**config.mk**
```make
export PLATFORM = sky130hd
export DESIGN_NAME = multi_issue_pipe
export DESIGN_NICKNAME = d
export VERILOG_FILES = /design/src/rtl/multi_issue_pipe_pkg.sv /design/src/rtl/multi_issue_pipe_fwd_select.sv /design/src/rtl/multi_issue_pipe.sv
export SDC_FILE = /design/constraint.sdc
export NUM_CORES = 1
export LEC_CHECK = 0
export CAP_MARGIN = 20
export CORE_ASPECT_RATIO = 0.6
export CORE_MARGIN = 2
export CORE_UTILIZATION = 30
export CTS_CLUSTER_DIAMETER = 50
export DETAILED_ROUTE_END_ITERATION = 10
export PLACE_DENSITY_LB_ADDON = 0.3
export SYNTH_ARGS = -nofsm -noshare
export SYNTH_HDL_FRONTEND = slang
export SYNTH_SLANG_ARGS = --single-unit
```
**constraint.sdc**
```tcl
create_clock -name clk -period 3.1 [get_ports clk]
set_clock_uncertainty 0.2 [all_clocks]
set_input_delay 0.62 -clock clk [delete_from_list [all_inputs] [get_ports clk]]
set_output_delay 0.62 -clock clk [all_outputs]
set_load 0.02 [all_outputs]
```
**src/rtl/multi_issue_pipe_pkg.sv**
```systemverilog
// -----------------------------------------------------------------------------
// multi_issue_pipe_pkg
// Shared CPU pipeline definitions: register-file geometry, the per-lane
// pipeline entry (everything forwarding needs to see), and width helpers
// used by the pipe ports. Payload width stays a module parameter because
// it differs between the stages that instantiate the pipe.
// -----------------------------------------------------------------------------
package multi_issue_pipe_pkg;

  localparam int RD_W   = 5;   // architectural register index width
  localparam int DATA_W = 32;  // register write-data width

  // One lane of one pipeline stage, minus the opaque payload.
  typedef struct packed {
    logic              valid;
    logic [RD_W-1:0]   rd;
    logic [DATA_W-1:0] wdata;
  } pipe_entry_t;

  // Width of a "number of lanes kept" field: must encode 0..lanes.
  function automatic int keep_w(input int lanes);
    return $clog2(lanes + 1);
  endfunction

  // Width of an occupancy counter: must encode 0..lanes*depth.
  function automatic int occ_w(input int lanes, input int depth);
    return $clog2(lanes * depth + 1);
  endfunction

endpackage

```
**src/rtl/multi_issue_pipe_fwd_select.sv**
```systemverilog
// -----------------------------------------------------------------------------
// pipe_fwd_select
// One forwarding lookup port. Scans every in-flight entry and returns the
// write data of the highest-priority valid producer of raddr_i.
//
// Entries arrive pre-ordered by priority: index 0 is the oldest, index N-1
// the youngest, so the last match in the scan wins.
//
// Ports
//   valid_i  [N]        entry valid bits
//   rd_i     [N*5]      entry destination registers
//   wdata_i  [N*32]     entry write data
//   raddr_i  [5]        register being looked up
//   hit_o    [1]        some valid entry writes raddr_i (never for r0)
//   data_o   [32]       data of the youngest such entry, 0 when no hit
// -----------------------------------------------------------------------------
module pipe_fwd_select
  import multi_issue_pipe_pkg::*;
#(
  parameter int N = 4
) (
  input  logic [N-1:0]        valid_i,
  input  logic [N*RD_W-1:0]   rd_i,
  input  logic [N*DATA_W-1:0] wdata_i,
  input  logic [RD_W-1:0]     raddr_i,
  output logic                hit_o,
  output logic [DATA_W-1:0]   data_o
);

  // NOTE: every output gets a default before the loop so no path through
  // this block leaves it unassigned, which would infer a latch.
  always_comb begin
    hit_o  = 1'b0;
    data_o = '0;
    for (int k = 0; k < N; k++) begin
      // r0 is hard-wired zero and is never a forwarding source.
      if (valid_i[k] && (rd_i[k*RD_W +: RD_W] == raddr_i) && (raddr_i != '0)) begin
        hit_o  = 1'b1;
        data_o = wdata_i[k*DATA_W +: DATA_W];
      end
    end
  end

endmodule

```
**src/rtl/multi_issue_pipe.sv**
```systemverilog
// -----------------------------------------------------------------------------
// multi_issue_pipe
// LANES-wide, DEPTH-deep register pipeline used for the ID/EX, EX/D$ and D$
// stage registers of the core. Carries {valid, rd, wdata, payload} per lane,
// supports flush, downstream stall, upstream bubble insertion and partial
// squash of the entering group, and offers FWD_PORTS combinational
// forwarding lookups across every stage.
//
// Ports
//   clk, rst_n                 clock, synchronous active-low reset
//   in_valid/rd/wdata/payload  entering group, lane 0 oldest
//   stall_up                   producer has nothing this cycle -> bubble
//   stall_down                 consumer stalled -> whole chain holds
//   flush                      clear every stage
//   kill_req, kill_keep        keep only the kill_keep oldest entering lanes
//   fwd_raddr/fwd_hit/fwd_data forwarding lookup ports
//   out_valid/rd/wdata/payload contents of the last stage (0 when invalid)
//   occupancy                  number of valid lanes held in all stages
// -----------------------------------------------------------------------------
module multi_issue_pipe
  import multi_issue_pipe_pkg::*;
#(
  parameter int LANES     = 2,
  parameter int DEPTH     = 2,
  parameter int PAYLOAD_W = 64,
  parameter int FWD_PORTS = 2
) (
  input  logic                           clk,
  input  logic                           rst_n,
  input  logic [LANES-1:0]               in_valid,
  input  logic [LANES*RD_W-1:0]          in_rd,
  input  logic [LANES*DATA_W-1:0]        in_wdata,
  input  logic [LANES*PAYLOAD_W-1:0]     in_payload,
  input  logic                           stall_up,
  input  logic                           stall_down,
  input  logic                           flush,
  input  logic                           kill_req,
  input  logic [keep_w(LANES)-1:0]       kill_keep,
  input  logic [FWD_PORTS*RD_W-1:0]      fwd_raddr,
  output logic [FWD_PORTS-1:0]           fwd_hit,
  output logic [FWD_PORTS*DATA_W-1:0]    fwd_data,
  output logic [LANES-1:0]               out_valid,
  output logic [LANES*RD_W-1:0]          out_rd,
  output logic [LANES*DATA_W-1:0]        out_wdata,
  output logic [LANES*PAYLOAD_W-1:0]     out_payload,
  output logic [occ_w(LANES, DEPTH)-1:0] occupancy
);

  localparam int N     = LANES * DEPTH;
  localparam int OCC_W = occ_w(LANES, DEPTH);

  pipe_entry_t          stage_q [DEPTH][LANES];
  pipe_entry_t          stage_d [DEPTH][LANES];
  logic [PAYLOAD_W-1:0] pay_q   [DEPTH][LANES];
  logic [PAYLOAD_W-1:0] pay_d   [DEPTH][LANES];

  // ---------------------------------------------------------------------------
  // Next state. Priority: flush > stall_down > stall_up > kill_req > advance.
  // Stage 0 entries that are not loaded valid are stored as all-zero so that
  // stale rd/wdata never sit behind a cleared valid bit.
  // ---------------------------------------------------------------------------
  always_comb begin : next_state
    stage_d = stage_q;
    pay_d   = pay_q;
    if (flush) begin
      for (int s = 0; s < DEPTH; s++) begin
        for (int l = 0; l < LANES; l++) begin
          stage_d[s][l] = '0;
          pay_d[s][l]   = '0;
        end
      end
    end else if (!stall_down) begin
      for (int s = DEPTH - 1; s > 0; s--) begin
        stage_d[s] = stage_q[s-1];
        pay_d[s]   = pay_q[s-1];
      end
      for (int l = 0; l < LANES; l++) begin
        // A kill keeps lanes 0..kill_keep-1; kill_keep >= LANES keeps all.
        if (!stall_up && in_valid[l] && (!kill_req || (l < int'(kill_keep)))) begin
          stage_d[0][l].valid = 1'b1;
          stage_d[0][l].rd    = in_rd[l*RD_W +: RD_W];
          stage_d[0][l].wdata = in_wdata[l*DATA_W +: DATA_W];
          pay_d[0][l]         = in_payload[l*PAYLOAD_W +: PAYLOAD_W];
        end else begin
          stage_d[0][l] = '0;
          pay_d[0][l]   = '0;
        end
      end
    end
  end

  // NOTE: the data fields are reset along with the valid bits because the
  // outputs must read as zero straight out of reset; this is a small
  // register pipeline, not a RAM, so resetting every bit is cheap.
  always_ff @(posedge clk) begin
    if (!rst_n) begin
      for (int s = 0; s < DEPTH; s++) begin
        for (int l = 0; l < LANES; l++) begin
          stage_q[s][l] <= '0;
          pay_q[s][l]   <= '0;
        end
      end
    end else begin
      stage_q <= stage_d;
      pay_q   <= pay_d;
    end
  end

  // ---------------------------------------------------------------------------
  // Outputs of the last stage, gated so invalid lanes always read as zero
  // (a flush clears only the entries, but gating keeps this robust).
  // ---------------------------------------------------------------------------
  always_comb begin : out_drive
    out_valid   = '0;
    out_rd      = '0;
    out_wdata   = '0;
    out_payload = '0;
    for (int l = 0; l < LANES; l++) begin
      if (stage_q[DEPTH-1][l].valid) begin
        out_valid[l]                        = 1'b1;
        out_rd[l*RD_W +: RD_W]              = stage_q[DEPTH-1][l].rd;
        out_wdata[l*DATA_W +: DATA_W]       = stage_q[DEPTH-1][l].wdata;
        out_payload[l*PAYLOAD_W +: PAYLOAD_W] = pay_q[DEPTH-1][l];
      end
    end
  end

  // Occupancy is a pure function of the registers, so it lags its cause by
  // exactly one edge.
  always_comb begin : occ_count
    occupancy = '0;
    for (int s = 0; s < DEPTH; s++) begin
      for (int l = 0; l < LANES; l++) begin
        occupancy = occupancy + OCC_W'(stage_q[s][l].valid);
      end
    end
  end

  // ---------------------------------------------------------------------------
  // Forwarding. Entries are flattened oldest-first: the last stage goes to
  // the low indices and stage 0 to the high ones, and within a stage lane
  // order is kept, so a higher index is always the younger producer.
  // ---------------------------------------------------------------------------
  logic [N-1:0]        fv;
  logic [N*RD_W-1:0]   frd;
  logic [N*DATA_W-1:0] fwdata;

  always_comb begin : fwd_flatten
    fv     = '0;
    frd    = '0;
    fwdata = '0;
    for (int s = 0; s < DEPTH; s++) begin
      for (int l = 0; l < LANES; l++) begin
        fv[(DEPTH-1-s)*LANES + l]                         = stage_q[s][l].valid;
        frd[((DEPTH-1-s)*LANES + l)*RD_W +: RD_W]         = stage_q[s][l].rd;
        fwdata[((DEPTH-1-s)*LANES + l)*DATA_W +: DATA_W]  = stage_q[s][l].wdata;
      end
    end
  end

  for (genvar p = 0; p < FWD_PORTS; p++) begin : g_fwd
    pipe_fwd_select #(
      .N(N)
    ) u_fwd_select (
      .valid_i (fv),
      .rd_i    (frd),
      .wdata_i (fwdata),
      .raddr_i (fwd_raddr[p*RD_W +: RD_W]),
      .hit_o   (fwd_hit[p]),
      .data_o  (fwd_data[p*DATA_W +: DATA_W])
    );
  end

endmodule

```
==> results of run 1 <==
sequential cells by signal, indices dropped and copies added, names as in the netlist:
| register | count |
|---|---|
| pay_q | 256 |
| frd | 20 |
| fv | 4 |
| fwdata | 128 |
worst min-delay path: cells and delay by family, from the launching register on:
family	cells	cell delay, ns
AND/OR/NAND/NOR	1	0.07
flip-flops	1	0.32
multiplexers	1	0.06
synth_stat cells (all sizes together) (11+ instances only):
master  number  share of area
dfxtp      408           0.46
o221a       21          0.013
buf         69          0.021
a22oi      202          0.085
nor2       478           0.10
xnor2       29          0.014
o21ai       42          0.012
and2       160          0.056
o31ai       12         0.0051
nand2       77          0.016
a22o        21          0.010
o221ai      21          0.010
clkbuf     120          0.025
a221oi      22          0.018
mux2i      204           0.11
o22ai       11         0.0039
inv         47         0.0099
xor2        11         0.0054
cell families (layout without fill, tap and decap cells):
group,count (synthesis),count (layout),synth area share
AO/OA/AOI/OAI,358,358,0.161
XOR/XNOR,40,40,0.0197
adder cells (fa/ha/maj),3,3,0.00254
buffers and inverters,236,836,0.0563
flip-flops,408,408,0.460
multiplexers,204,204,0.115
other,0,3,0
AND/OR/NAND/NOR,743,743,0.186
per-layer routing:
layer | routed length (um) | global-route usage
met2 | 30400 | 0.328
met4 | 1730 | 0.0552
met3 | 4520 | 0.0436
met1 | 32000 | 0.299
met5 | 13 | 0
how the worst min path moves through the flow:
stage / from / end / slack [ns] / depth (start not counted)
finish: pay_q[233] / pay_q[105] / 0.29 / 2
global route: stall_down / pay_q[118] / 0.27 / 3
detailed placement: pay_q[15] / pay_q[15] / 0.28 / 2
floorplan: pay_q[127] / pay_q[127] / 0.26 / 2
global placement: pay_q[28] / pay_q[28] / 0.27 / 2
CTS: stall_down / pay_q[111] / 0.25 / 3
power by group:
group / leakage, nW / internal, mW / switching [mW] / total [mW]
sequential: 3.30 / 5.27 / 0.0303 / 5.30
combinational: 7.50 / 0.481 / 0.420 / 0.900
clock: 0.760 / 3.21 / 2.33 / 5.55
metrics by stage:
stage               instance area [um2]  hold slack [ns]
floorplan                         17900            0.255
global placement                  24300            0.266
detailed placement                24300            0.276
CTS                               27500            0.249
global route                      28100            0.268
finish                            28100            0.285
timing repair:
item | 4_1_cts | 5_1_grt
gates resized for setup | 643 | 147
hold endpoints to repair | 0 | 0
gates cloned | 12 | 1
setup endpoints to repair | 142 | 89
buffers inserted | 68 | 25
pin swaps | 77 | 60
layout make-up:
class,instances,area share
tap,781,0.0347
multi-input combinational,1348,0.347
antenna,3,0.000267
clock inverter,26,0.00916
inverter,47,0.00636
clock buffer,59,0.0455
timing repair buffer,704,0.265
sequential,408,0.292
==> impl_metrics.ini, run 1 <==
[floorplanning]
fp.dieW_um = 318
die_y_um = 193
std_cell_rows = 69
core_um2 = 58900
initial_utilization = 0.302
dieArea_um2 = 61300
io_pins = 495

[global_routing]
grt_pass1_vias = 16900
overflow = 0
antenna_found_initial = 3
grt_pass1_wl_um = 102000
grt_start_max_net_pins = 122
grtUsageTotal = 0.212

[setup_path]
cpPeakStageDelay_ns = 0.54
crit_end = fwd_data[47]
slowest_stage = or4_4
reg2reg_setup_slack_ns = 1.74
crit_cells = 11
startpoint_type = primary input
reg2reg_depth = 4
path_common_cell = buf_8
crit_buf_inv = 6
cp_top_family = simple AND/OR/NAND/NOR gates
critPathLaunch = fwd_raddr[5]
r2r-start = fv[0]
cp_max_fo = 5
path_cells = buf_8, or4_4, nor2_4, buf_6, or3_4, buf_12, buf_16, buf_8, nor2_2, o31ai_2, buf_4
regToRegEndpoint = fv[0]
path_class = primary input to output pin
crit_arrival_ns = 2.71
endpoint_kind = output pin
critical_path_required_ns = 2.28

[yosys]
ys_seq_area_frac = 0.460
yosys_warnings = 0
postSynth.asyncResetShare = 0
syn_area_per_cell_um2 = 8.92
synth_ff_type = dfxtp_1
synth_seq_cells = 408
ys_types = 45
synth_edf_count = 0
synthesis.area_um2 = 17800
netlist_instances = 1992
synthesis.nets = 2217

[job]
drv_cap = 0

[worst_hold_path]
hold_path.class = flop to flop

[pwr]
ir_worst_vdd_uv = 332
finalPower_mw = 11.7
powerDensity_nw_per_um2 = 417
p_leak_nw = 11.6

[clock_tree]
clkLatencyLatePin_ns = 0.56
cts_tree = done
numCtsBuffers = 47
clockBufferDepth = 3
htreeDepth = 2
cts.sinks = 408
postCtsHoldBufs = 0
path_clk_slew_ns = 0.06
cts-root-buf = clkbuf_16

[finish]
instances_no_fill = 3376
area_delta_synth_final_pct = 58.4
final_common_cell = nor2_1
area.sequential_um2 = 8220
final_core_util = 0.478
drive_above_1_share = 0.222
final_cell_mix = 444 x nor2_1, 389 x dfxtp_1, 372 x clkdlybuf4s50_1
fill_cells = 5397
multiInputGateArea_um2 = 9770
final_nets = 2781

[sta]
max_freq_ghz = 0.283
fin_crit_ns = 3.53
setup_viol = 66
rsz0062_at_grt = true
slew_viol_final = 0
tns_ns = -22.84
hold_viol_final = 0
layout_setup_ws_ns = -0.434
worst-slew-pin-transition_ns = 0.899
finalCritPeriodShare = 1.14
relSlewSlack = 0.400

[route]
drc = 0
vias = 17300
drt_pre_antenna_iters = 5
wl_per_cell_um = 20.3
ant_nets = 0
drtIter0Drc = 1292
vias_per_cell = 5.11
drt-total-wl_um = 68600

[placement]
pre_cts_ws_ns = -1.17
dp.cells = 3194
gp_congestion = 0.899
hpwlAfterDp_um = 44500
io_buffers = 494

[status]
violations = setup timing
status = complete, but fails checks
(Power assumes the default switching activity.)
==> inputs of run 2 (changes only) <==
CTS_CLUSTER_DIAMETER = 120   (was 50)
SYNTH_HIERARCHICAL = 1   (was not set)
==> run 2 against run 1 <==
The flow still finishes with violations (setup timing). Clock-buffer cell count did not move. Die area rose by 6.5%. Core utilization rose by 0.48 points. Global-route usage rose by 2.4 points. Final area rose by 7.3%. Routed wire length rose by 20%. Total power rose by 0.50%. Final cell count rose by 11%. Combinational power rose by 7.9%. First-iteration DRC count rose by 40%. Largest cell class unchanged. Highest routed layer unchanged.
==> impl_metrics.ini, run 2 <==
[yosys]
post-synth-top-area-cell = dfxtp_1
synth_most_common_cell = dfxtp_1
synth_top_family_by_area = simple AND/OR/NAND/NOR gates
ys_top_cells_by_count = 408 x dfxtp_1, 274 x nand2_1, 260 x o21ai_1
synthTopCellsByArea = dfxtp_1 43%, mux2i_1 11%, o21ai_1 6.9%, and2_1 6.7%, nand2_1 5.4%
synth-adder-area-share = 0.00238
synth_edf_count = 0
synth_top_area_frac = 0.431
ys_types = 29
postSynth.asyncResetShare = 0
ys_seq_area_frac = 0.431
synthSimpleGateAreaFrac = 0.243
synth-compound-area-share = 0.119
synthesis.area_um2 = 18900
yosys_warnings = 6
synth_seq_cells = 408
synth_xor_area_frac = 0.0185
synthesis.nets = 2547
synth_ff_type = dfxtp_1
syn_area_per_cell_um2 = 8.15
netlist_instances = 2322
synth_mux_area_frac = 0.108

[placement]
gp_congestion = 0.866
io_buffers = 494
dpl-instance-area_um2 = 25400
pre_cts_ws_ns = -1.11
dp.cells = 3557
hpwlAfterDp_um = 49800

[finish]
final_nets = 3115
fill_cells = 5802
area_delta_synth_final_pct = 59.4
instances_no_fill = 3764
drive_above_1_share = 0.221
final_cell_mix = 398 x clkdlybuf4s50_1, 387 x dfxtp_1, 274 x nand2_1
largest_register_ffs = 256
final_area_um2 = 30200
final_core_util = 0.483
final_common_cell = clkdlybuf4s50_1
largest-register = pay_q

[route]
ant_nets = 0
drt-total-wl_um = 82500
wl_per_cell_um = 21.9
drtIter0Drc = 1809
vias_per_cell = 5.22
drt_pre_antenna_iters = 6
vias = 19600
drc = 0

[sta]
max_freq_ghz = 0.283
fin_crit_ns = 3.53
setup_viol = 69
layout_setup_ws_ns = -0.434
tns_ns = -17.08
worst-slew-pin-transition_ns = 0.587
finalCritPeriodShare = 1.14
relSlewSlack = 0.609
slew_viol_final = 0
hold_viol_final = 0
whs_ns = 0.268
rsz0062_at_grt = true

[setup_path]
crit_arrival_ns = 2.71
path_class = primary input to output pin
critical_path_required_ns = 2.28
endpoint_kind = output pin
critPathLaunch = fwd_raddr[8]
cp_max_fo = 6
path_cells = buf_6, or4_4, nor2_4, buf_6, buf_4, nor3_4, buf_12, buf_16, buf_6, a311oi_2, o21ai_2, buf_6
slowest_stage = or4_4
r2r-start = fv[1]
startpoint_type = primary input
cpPeakStageDelay_ns = 0.57
path_common_cell = buf_6

[clock_tree]
clockBufferDepth = 3
path_clk_slew_ns = 0.07
numCtsBuffers = 42
cts.sinks = 408
postCtsHoldBufs = 0
cts-root-buf = clkbuf_16
clkLatencyLatePin_ns = 0.57
cts_tree = done
htreeDepth = 2

[global_routing]
globalRouteMet3Util = 0.0781
grt_pass1_vias = 19100
grtUsageTotal = 0.235
overflow = 0
busiest_layer = met2
grt_start_max_net_pins = 98
met2_usage = 0.345
grt_pass1_wl_um = 117000
antenna_found_initial = 7
grtUsageMet1 = 0.323

[pwr]
pwr-share-comb = 0.082
ir_worst_vdd_uv = 333
seq_power_share = 0.449
finalPower_mw = 11.8
p_sw_frac = 0.233
p_leak_nw = 11.5
intPower_mw = 9.06
p_clk_frac = 0.469
powerDensity_nw_per_um2 = 391
p_switching_mw = 2.75

[floorplanning]
initial_utilization = 0.303
io_pins = 495
std_cell_rows = 71
fp.dieW_um = 328
dieArea_um2 = 65200
core_um2 = 62500
die_y_um = 199

[job]
drv_cap = 0

[worst_hold_path]
hold_start = stall_down
hold_path.class = primary input to flop

[status]
violations = setup timing
status = complete, but fails checks
run 2: changes by cell type after synthesis, sizes merged, moves of 77 or more:
cell,previous run,this run
nand3,2,205
buf,69,146
a22oi,202,0
nor2,478,209
o21ai,42,330
nand2,77,274
run 2: layout make-up:
cell class,instances,area (um2),area share
tap,839,1050,0.0348
clock inverter,13,204,0.00676
sequential,408,8230,0.272
antenna,7,17.5,0.000580
clock buffer,59,1290,0.0427
inverter,69,259,0.00858
timing repair buffer,744,8280,0.274
multi-input combinational,1625,10900,0.360
run 2: logic make-up after synthesis:
kind of cell	count (synthesis)
mux	204
simple gates	979
xor+xnor	40
compound gates	399
fa+ha+maj	3
flops	408
buf+inv	289
run 2: worst max-delay path: cells and delay by family:
kind	cells	cell delay (ns)
AND/OR/NAND/NOR	3	0.79
AO/OA/AOI/OAI	2	0.39
buffers and inverters	7	0.88
run 2: metal layers:
metal  vias to the layer above  routed length (um)
li1                       8983                   -
met1                      9447               36000
met2                      1016               35100
met3                       198                8960
met4                         2                2470
met5                         -                  13
run 2: power groups by stage:
stage	logic, mW	registers, mW	clock network, mW
after floorplan	0.448	5.41	0
after global placement	0.923	5.42	0
after detailed placement	0.929	5.42	0
after CTS	0.955	5.30	5.65
after global routing	1.03	5.30	5.89
final	0.971	5.30	5.54
run 2: path summary, 6_finish.rpt:
path,end,slack (ns),cells after the start
worst max register to register,fv[1],1.84,4
worst max-delay path,fwd_data[36],-0.43,12
worst min register to register,pay_q[185],0.27,2
worst min-delay path,pay_q[154],0.27,3
run 2: repair_timing:
action	4_1_cts	5_1_grt
pin swaps	83	95
buffers inserted	73	49
gates cloned	19	7
endpoints found under the setup margin	237	157
gates resized for setup	691	165
==> inputs of run 3 (changes only) <==
CORE_ASPECT_RATIO = 2   (was 0.6)
CTS_BUF_LIST = sky130_fd_sc_hd__clkbuf_4 sky130_fd_sc_hd__clkbuf_8   (was not set)
==> run 3 against run 2 <==
The flow still finishes with violations (setup timing). Core utilization is 1.9 points lower. First-iteration DRC count is 19% lower. Final cell count down 2.4%. Global-route usage decreased by 0.26 points. Setup slack improved by 0.020 ns. Hold slack worse by 0.13 ns. Highest routed layer unchanged. Via count decreased by 2.0%. Register-to-register slack got worse by 0.08 ns. Clock-buffer cell count rose by 38.
==> impl_metrics.ini, run 3 (synthesis gave the netlist of run 2 again) <==
[finish]
final_nets = 3055
drive_above_1_share = 0.211
final_cell_mix = 386 x dfxtp_1, 305 x clkdlybuf4s50_1, 274 x nand2_1
final_core_util = 0.463
largest-register = pay_q
final_common_cell = dfxtp_1
area_delta_synth_final_pct = 53.3
largest_register_ffs = 256

[floorplanning]
dieArea_um2 = 65300
initial_utilization = 0.302
io_pins = 495
std_cell_rows = 130
core_um2 = 62600
fp.dieW_um = 182
die_y_um = 359

[route]
drt_pre_antenna_iters = 7
wl_per_cell_um = 21.9
drc = 0
drtIter0Drc = 1468
ant_nets = 0
vias = 19300
drt-total-wl_um = 80600
vias_per_cell = 5.24

[clock_tree]
path_clk_slew_ns = 0.07
htreeDepth = 2
postCtsHoldBufs = 0
numCtsBuffers = 61
clkLatencyLatePin_ns = 0.66
cts-root-buf = clkbuf_8
clockBufferDepth = 3
cts.sinks = 408
cts_tree = done

[sta]
setup_viol = 66
relSlewSlack = 0.451
finalCritPeriodShare = 1.13
tns_ns = -19.47
fin_crit_ns = 3.51
worst-slew-pin-transition_ns = 0.823
hold_viol_final = 0
slew_viol_final = 0
whs_ns = 0.133
layout_setup_ws_ns = -0.414
rsz0062_at_grt = true
max_freq_ghz = 0.285

[placement]
hpwlAfterDp_um = 49300
io_buffers = 494
gp_congestion = 0.906

[status]
status = complete, but fails checks
violations = setup timing

[global_routing]
grtUsageTotal = 0.233
grt_pass1_wl_um = 118000
grt_start_max_net_pins = 125
grt_pass1_vias = 19500
antenna_found_initial = 12
overflow = 0

[setup_path]
critical_path_required_ns = 2.28
startpoint_type = flop
crit_arrival_ns = 2.69
path_class = flop to output pin
endpoint_kind = output pin
cp_max_fo = 6

[worst_hold_path]
hold_path.class = primary input to flop

[pwr]
powerDensity_nw_per_um2 = 382
ir_worst_vdd_uv = 308
finalPower_mw = 11.1
p_leak_nw = 11.7

[job]
drv_cap = 0
==> run 3: what timing repair did <==
action / CTS / global route
hold endpoints to repair: 0 / 0
setup endpoints to repair: 237 / 79
pin swaps: 90 / 66
gates cloned: 15 / 5
buffers inserted: 53 / 23
gates resized for setup: 757 / 146
==> run 3: through the flow <==
stage	setup WS [ns]	cell area, um2	std cells
2_1_floorplan	0.0218	19200	2322
3_3_place_gp	-1.05	25000	3474
3_5_place_dp	-1.04	25000	3474
4_1_cts	-0.499	28200	3649
5_1_grt	-0.523	29000	3672
6_report	-0.414	29000	3673
==> run 3: path summary, 6_finish.rpt <==
kind	start	to	slack (ns)	cells past startpoint
max	frd[6]	fwd_data[59]	-0.41	10
min	stall_down	pay_q[191]	0.13	3
max reg2reg	fv[1]	fv[1]	1.76	4
min reg2reg	pay_q[207]	pay_q[79]	0.27	2
==> run 3: report_power, final <==
part / switching, mW / leakage (nW) / internal, mW
registers: 0.0297 / 3.30 / 5.27
clock network: 2.17 / 0.717 / 2.69
logic: 0.471 / 7.69 / 0.459
==> run 3: worst max-delay path, stage by stage, from the launching register on <==
cell and delay, ns:
dfxtp_4 0.43, xnor2_4 0.14, o211ai_4 0.11, buf_6 0.12
or2_4 0.28, buf_16 0.15, buf_12 0.15, buf_8 0.13
a311oi_2 0.25, o21ai_2 0.11, buf_6 0.14
==> run 3: per-layer routing <==
metal | track usage | routed length, um | up-vias
li1 | - | - | 8852
met1 | 0.247 | 28600 | 9112
met2 | 0.417 | 41000 | 994
met3 | 0.0556 | 6360 | 286
met4 | 0.132 | 4600 | 8
met5 | 0 | 55 | -
==> run 3: layout make-up <==
| cell class | instances | area (um2) |
|---|---|---|
| flip-flops and latches | 408 | 8230 |
| inverters | 69 | 259 |
| clock buffers | 97 | 1200 |
| repair buffers | 665 | 7380 |
| well taps | 792 | 991 |
| diodes | 5 | 12.5 |
| clock inverters | 12 | 138 |
| multi-input cells | 1625 | 10800 |
| fillers | 5988 | 33600 |
